## src/rtl/line_pkg.sv

```systemverilog
// Shared definitions for the line drawing pipeline (line engine, animation,
// framebuffer): drawing FSM state encoding, screen limits, coordinate widths.
// Ports: none (package).
package line_pkg;

  typedef enum logic [1:0] {
    IDLE  = 2'd0,
    SETUP = 2'd1,
    DRAW  = 2'd2,
    DONE  = 2'd3
  } line_state_t;

  localparam int X_MAX   = 639;
  localparam int Y_MAX   = 479;
  localparam int X_W_DEF = 10;
  localparam int Y_W_DEF = 9;

  function automatic int cmax(input int a, input int b);
    return (a > b) ? a : b;
  endfunction

endpackage

```

## src/rtl/line_octant_normalize.sv

```systemverilog
// Folds an arbitrary line into the first-octant form the stepper walks:
// picks the major axis, orders endpoints along it, derives deltas and minor step.
// Ports: ax0/ay0/ax1/ay1 endpoints in; steep, major start/end, minor start,
//        dx (major delta), dy (|minor delta|), ystep_neg (minor steps down) out.
module line_octant_normalize
  import line_pkg::*;
#(
  parameter int CW = 10
) (
  input  logic [CW-1:0] ax0,
  input  logic [CW-1:0] ay0,
  input  logic [CW-1:0] ax1,
  input  logic [CW-1:0] ay1,
  output logic          steep,
  output logic [CW-1:0] maj_start,
  output logic [CW-1:0] min_start,
  output logic [CW-1:0] maj_end,
  output logic [CW-1:0] dx,
  output logic [CW-1:0] dy,
  output logic          ystep_neg
);

  logic [CW-1:0] adx;
  logic [CW-1:0] ady;
  logic [CW-1:0] maj0;
  logic [CW-1:0] min0;
  logic [CW-1:0] maj1;
  logic [CW-1:0] min1;
  logic [CW-1:0] min_end;
  logic          rev;

  assign adx   = (ax1 >= ax0) ? (ax1 - ax0) : (ax0 - ax1);
  assign ady   = (ay1 >= ay0) ? (ay1 - ay0) : (ay0 - ay1);
  assign steep = (ady > adx);

  // Steep lines are walked along y, so exchange the roles of the axes.
  assign maj0 = steep ? ay0 : ax0;
  assign min0 = steep ? ax0 : ay0;
  assign maj1 = steep ? ay1 : ax1;
  assign min1 = steep ? ax1 : ay1;

  // Always walk the major axis upwards.
  assign rev       = (maj0 > maj1);
  assign maj_start = rev ? maj1 : maj0;
  assign min_start = rev ? min1 : min0;
  assign maj_end   = rev ? maj0 : maj1;
  assign min_end   = rev ? min0 : min1;

  assign dx        = maj_end - maj_start;
  assign dy        = (min_end >= min_start) ? (min_end - min_start) : (min_start - min_end);
  assign ystep_neg = (min_end < min_start);

endmodule

```

## src/rtl/bresenham_line_engine.sv

```systemverilog
// Bresenham line rasteriser: latches one line on start, emits one pixel per
// cycle (first pixel two cycles after start, done one cycle after the last).
// Ports: clk, reset_n, start, x0/y0/x1/y1, color_in in; x, y, pixel_color,
//        pixel_write, busy, done out. start is ignored (not queued) while busy.
module bresenham_line_engine
  import line_pkg::*;
#(
  parameter int X_W = X_W_DEF,
  parameter int Y_W = Y_W_DEF
) (
  input  logic           clk,
  input  logic           reset_n,
  input  logic           start,
  input  logic [X_W-1:0] x0,
  input  logic [Y_W-1:0] y0,
  input  logic [X_W-1:0] x1,
  input  logic [Y_W-1:0] y1,
  input  logic           color_in,
  output logic [X_W-1:0] x,
  output logic [Y_W-1:0] y,
  output logic           pixel_color,
  output logic           pixel_write,
  output logic           busy,
  output logic           done
);

  // Common coordinate width for both axes once they may be swapped;
  // for landscape screens this is X_W, so the error register is X_W+2 bits.
  localparam int CW = cmax(X_W, Y_W);
  localparam int EW = CW + 2;
  localparam logic [CW-1:0] ONE = CW'(1);

  line_state_t state;

  logic [CW-1:0] lx0, ly0, lx1, ly1;
  logic          steep_r;
  logic [CW-1:0] cur_maj;
  logic [CW-1:0] cur_min;
  logic [CW-1:0] maj_end_r;
  logic [CW-1:0] dx_r;
  logic [CW-1:0] dy_r;
  logic          ystep_neg_r;
  logic signed [EW-1:0] err;
  logic          last_r;

  logic          n_steep;
  logic [CW-1:0] n_maj_start;
  logic [CW-1:0] n_min_start;
  logic [CW-1:0] n_maj_end;
  logic [CW-1:0] n_dx;
  logic [CW-1:0] n_dy;
  logic          n_ystep_neg;

  logic signed [EW-1:0] err_sum;
  logic                 step_min;

  line_octant_normalize #(.CW(CW)) u_norm (
    .ax0       (lx0),
    .ay0       (ly0),
    .ax1       (lx1),
    .ay1       (ly1),
    .steep     (n_steep),
    .maj_start (n_maj_start),
    .min_start (n_min_start),
    .maj_end   (n_maj_end),
    .dx        (n_dx),
    .dy        (n_dy),
    .ystep_neg (n_ystep_neg)
  );

  assign err_sum = err + $signed({2'b00, dy_r});
  // A flat line with dx==1 starts with error 0; the dy guard keeps it from
  // stepping off the line when there is no minor movement at all.
  assign step_min = !err_sum[EW-1] && (dy_r != '0);

  always_ff @(posedge clk or negedge reset_n) begin
    if (!reset_n) begin
      state       <= IDLE;
      lx0         <= '0;
      ly0         <= '0;
      lx1         <= '0;
      ly1         <= '0;
      steep_r     <= 1'b0;
      cur_maj     <= '0;
      cur_min     <= '0;
      maj_end_r   <= '0;
      dx_r        <= '0;
      dy_r        <= '0;
      ystep_neg_r <= 1'b0;
      err         <= '0;
      last_r      <= 1'b0;
      x           <= '0;
      y           <= '0;
      pixel_color <= 1'b0;
      pixel_write <= 1'b0;
      busy        <= 1'b0;
      done        <= 1'b0;
    end else begin
      case (state)
        IDLE: begin
          pixel_write <= 1'b0;
          done        <= 1'b0;
          if (start) begin
            lx0         <= CW'(x0);
            ly0         <= CW'(y0);
            lx1         <= CW'(x1);
            ly1         <= CW'(y1);
            pixel_color <= color_in;
            busy        <= 1'b1;
            state       <= SETUP;
          end
        end
        SETUP: begin
          steep_r     <= n_steep;
          cur_maj     <= n_maj_start;
          cur_min     <= n_min_start;
          maj_end_r   <= n_maj_end;
          dx_r        <= n_dx;
          dy_r        <= n_dy;
          ystep_neg_r <= n_ystep_neg;
          err         <= -$signed({2'b00, n_dx >> 1});
          last_r      <= 1'b0;
          state       <= DRAW;
        end
        DRAW: begin
          if (last_r) begin
            // Last pixel was presented on the previous cycle.
            pixel_write <= 1'b0;
            done        <= 1'b1;
            state       <= DONE;
          end else begin
            pixel_write <= 1'b1;
            x           <= X_W'(steep_r ? cur_min : cur_maj);
            y           <= Y_W'(steep_r ? cur_maj : cur_min);
            if (cur_maj == maj_end_r) begin
              last_r <= 1'b1;
            end else begin
              cur_maj <= cur_maj + ONE;
              if (step_min) begin
                cur_min <= ystep_neg_r ? (cur_min - ONE) : (cur_min + ONE);
                err     <= err_sum - $signed({2'b00, dx_r});
              end else begin
                err <= err_sum;
              end
            end
          end
        end
        DONE: begin
          done  <= 1'b0;
          busy  <= 1'b0;
          state <= IDLE;
        end
        default: state <= IDLE;
      endcase
    end
  end

endmodule
```

## config.mk

```make
export PLATFORM = sky130hd
export DESIGN_NAME = bresenham_line_engine
export DESIGN_NICKNAME = d
export VERILOG_FILES = /design/src/rtl/line_pkg.sv /design/src/rtl/line_octant_normalize.sv /design/src/rtl/bresenham_line_engine.sv
export SDC_FILE = /design/constraint.sdc
export NUM_CORES = 1
export LEC_CHECK = 0
export ABC_AREA = 1
export CAP_MARGIN = 25
export CORE_MARGIN = 2
export CORE_UTILIZATION = 30
export DETAILED_ROUTE_END_ITERATION = 10
export SETUP_SLACK_MARGIN = 0.5
export SYNTH_ARGS = -nofsm -noshare
export SYNTH_HDL_FRONTEND = slang
export SYNTH_SLANG_ARGS = --single-unit
```

## constraint.sdc

```tcl
create_clock -name clk -period 11.17 [get_ports clk]
set_input_delay 2.234 -clock clk [delete_from_list [all_inputs] [get_ports clk]]
set_output_delay 2.234 -clock clk [all_outputs]
set_load 0.01 [all_outputs]
```

==> flow_summary.ini <==
[outcome]
status = complete, no violations

[routing]
drt_iter0_markers = 716
ant_nets = 0
drt-total-wl_mm = 32.0
drc_errors = 0
wl_per_cell_um = 15.2
vias_per_cell = 4.95
vias = 10400
firstDrtPassIters = 5

[critical_path]
worst_setup_path_start_kind = flop
path_class = flop to flop
slowest_stage = o21ai_0
cp_data_required_time_ns = 11.54
crit_top_cell = nand2_1
max_stage_delay_ns = 0.60
endpoint_kind = flop
critPathMaxFanout = 76
cp.arrival_ns = 9.99
crit_family = compound AO/OA/AOI/OAI gates
cp.buffers_inverters = 6

[clock_tree]
clkLatencyLatePin_ns = 0.44
root_buffer = clkbuf_16
clk_pin_slew_ns = 0.06
cts_buffers = 17
htreeDepth = 4
post_cts_buffers = 0
cts_tree = done
postCtsHoldBufs = 0
cts_buffer_depth = 2
clock-sinks = 128

[cells_and_area]
diodes = 0
drive_gt1_share_pct = 5.47
fillers = 3871
layout_common_cells = nand2_1, inv_1, o21ai_0
fin_nets = 1775
layout_commonest_cell = nand2_1
syn_to_final_growth_pct = 15.8

[logic_synthesis]
synth_top_family_by_area = simple AND/OR/NAND/NOR gates
ys_seq_area_share_pct = 29.0
avgSynthCellArea_um2 = 7.01
synthesis.area_um2 = 11000
synth_compound_area_share_pct = 19.3
synthXorXnorAreaFrac_pct = 4.36
synth_fa_ha_area_share_pct = 14.0
ys_types = 48
syn_nets = 1736
synthCells = 1576
synth-seq-cells = 128
synth-simple-area-share_pct = 23.3
synthMuxAreaShare_pct = 0.453
yosysWarnings = 0

[sta]
grt_setup_unrepaired = false
finalSetupViolCount = 0
whs_ns = 0.476
slew_headroom_pct = 48.7
worst_pin_slew_ns = 0.769
clock.fmax_mhz = 104
fin_tns_setup_ns = 0
period_needed_ns = 9.63
clock_skew_ns = 0.0126
final_hold_viol_count = 0
slew_viol_final = 0
layout_setup_ws_ns = 1.54
timing.final.crit_share_pct = 86.2

[placed_design]
portBuffers = 64
gp_congestion = 0.923
dpl.hpwl_mm = 25.0
pre_cts_slack_ns = 1.21

[global_routing]
antenna_found_initial = 0
grt_overflow_total = 0
grt_pass1_wl_mm = 51.9
grt_usage_pct = 17.1
grt_pass1_vias = 9934
grt_start_max_net_pins = 79

[floorplanning]
start_util_pct = 30.3
dieArea_um2 = 38400
core-area_um2 = 36400
pin_count = 65
num_rows = 70
die_w_um = 196
die_height_um = 196

[min_path]
hold_path_class = flop to flop

[flow_run]
drv_cap = 0
==> cells by family after synthesis <==
| group | count (synthesis) |
|---|---|
| xor+xnor | 55 |
| flops | 128 |
| simple gates | 601 |
| mux | 5 |
| fa+ha+maj | 118 |
| compound gates | 396 |
| buf+inv | 273 |
==> per-layer routing <==
layer | GRT usage (%) | part of all wire (%) | routed length, µm | up-vias
met1 | 24.5 | 50 | 16000 | 4849
met3 | 2.96 | 4.3 | 1370 | 40
met5 | 0 | 0 | 0 | -
met4 | 4.55 | 1.7 | 530 | 0
li1 | - | - | - | 5229
met2 | 26.5 | 44 | 14100 | 258
==> final timing paths <==
kind,slack [ns],end,startpoint,depth (start not counted)
max in group asynchronous,8.13,dx_r[0],reset_n,2
max,1.54,dy_r[9],lx1[0],52
min in group asynchronous,1.83,x[8],reset_n,1
min,0.48,y[5],y[5],2
max reg2reg,1.54,dy_r[9],lx1[0],52
min reg2reg,0.48,y[5],y[5],2
==> worst min-delay path, delay by kind of cell, from the launching register on <==
kind / cells / cell delay (ns)
flops: 1 / 0.34
simple gates: 2 / 0.10
==> cell usage after synthesis, drive strengths merged <==
master,number,area (µm²)
nor2,92,385
a21boi,1,7.51
dfrtp,128,3200
a22oi,2,15.0
a21o,2,15.0
o21ai,216,1080
or2,4,25.0
ha,109,1360
and2,2,12.5
o21a,3,22.5
o21bai,9,67.6
a221oi,1,8.76
o22ai,5,31.3
o211ai,17,128
nor3,7,35.0
a21oi,117,593
nand3,72,410
buf,10,78.8
clkbuf,44,165
o31ai,4,30.0
xor2,43,377
nor4,7,43.8
mux2i,5,50.1
fa,9,180
a31oi,14,87.6
nand2,411,1600
o221ai,2,17.5
clkinv,2,7.51
a211oi,3,22.5
nand4,6,58.8
inv,217,817
xnor2,12,105
==> sequential cells by signal, summed over array words and instances (netlist names) <==
name         count
err             12
cur_maj         10
cur_min         10
dx_r            10
dy_r            10
lx0             10
lx1             10
maj_end_r       10
x               10
ly0              9
ly1              9
y                9
state            2
busy             1
done             1
last_r           1
pixel_color      1
pixel_write      1
steep_r          1
ystep_neg_r      1
==> metrics by stage <==
stage	instances	utilization [%]	cell area, µm²
CTS	2096	35.0	12800
finish	2096	35.1	12800
detailed placement	2064	33.3	12100
global route	2096	35.1	12800
global placement	2063	33.2	12100
floorplan	1576	-	11000
==> repair_timing <==
item | 4_1_cts | 5_1_grt
hold endpoints to repair | 0 | 0
resized for setup | 0 | 3
endpoints found under the setup margin | 0 | 4
==> layout make-up <==
class,count,area (µm²),area share (%)
clock buffers,20,437,3.42
clock inverters,12,205,1.60
inverters,219,825,6.45
multi-input cells,1175,6790,53.1
flip-flops and latches,128,3200,25.1
well taps,468,586,4.58
repair buffers,74,737,5.76
Power is left out: the tool's default activity adds up to more than one toggle a clock period on the data nets, which glitch-free logic cannot reach.
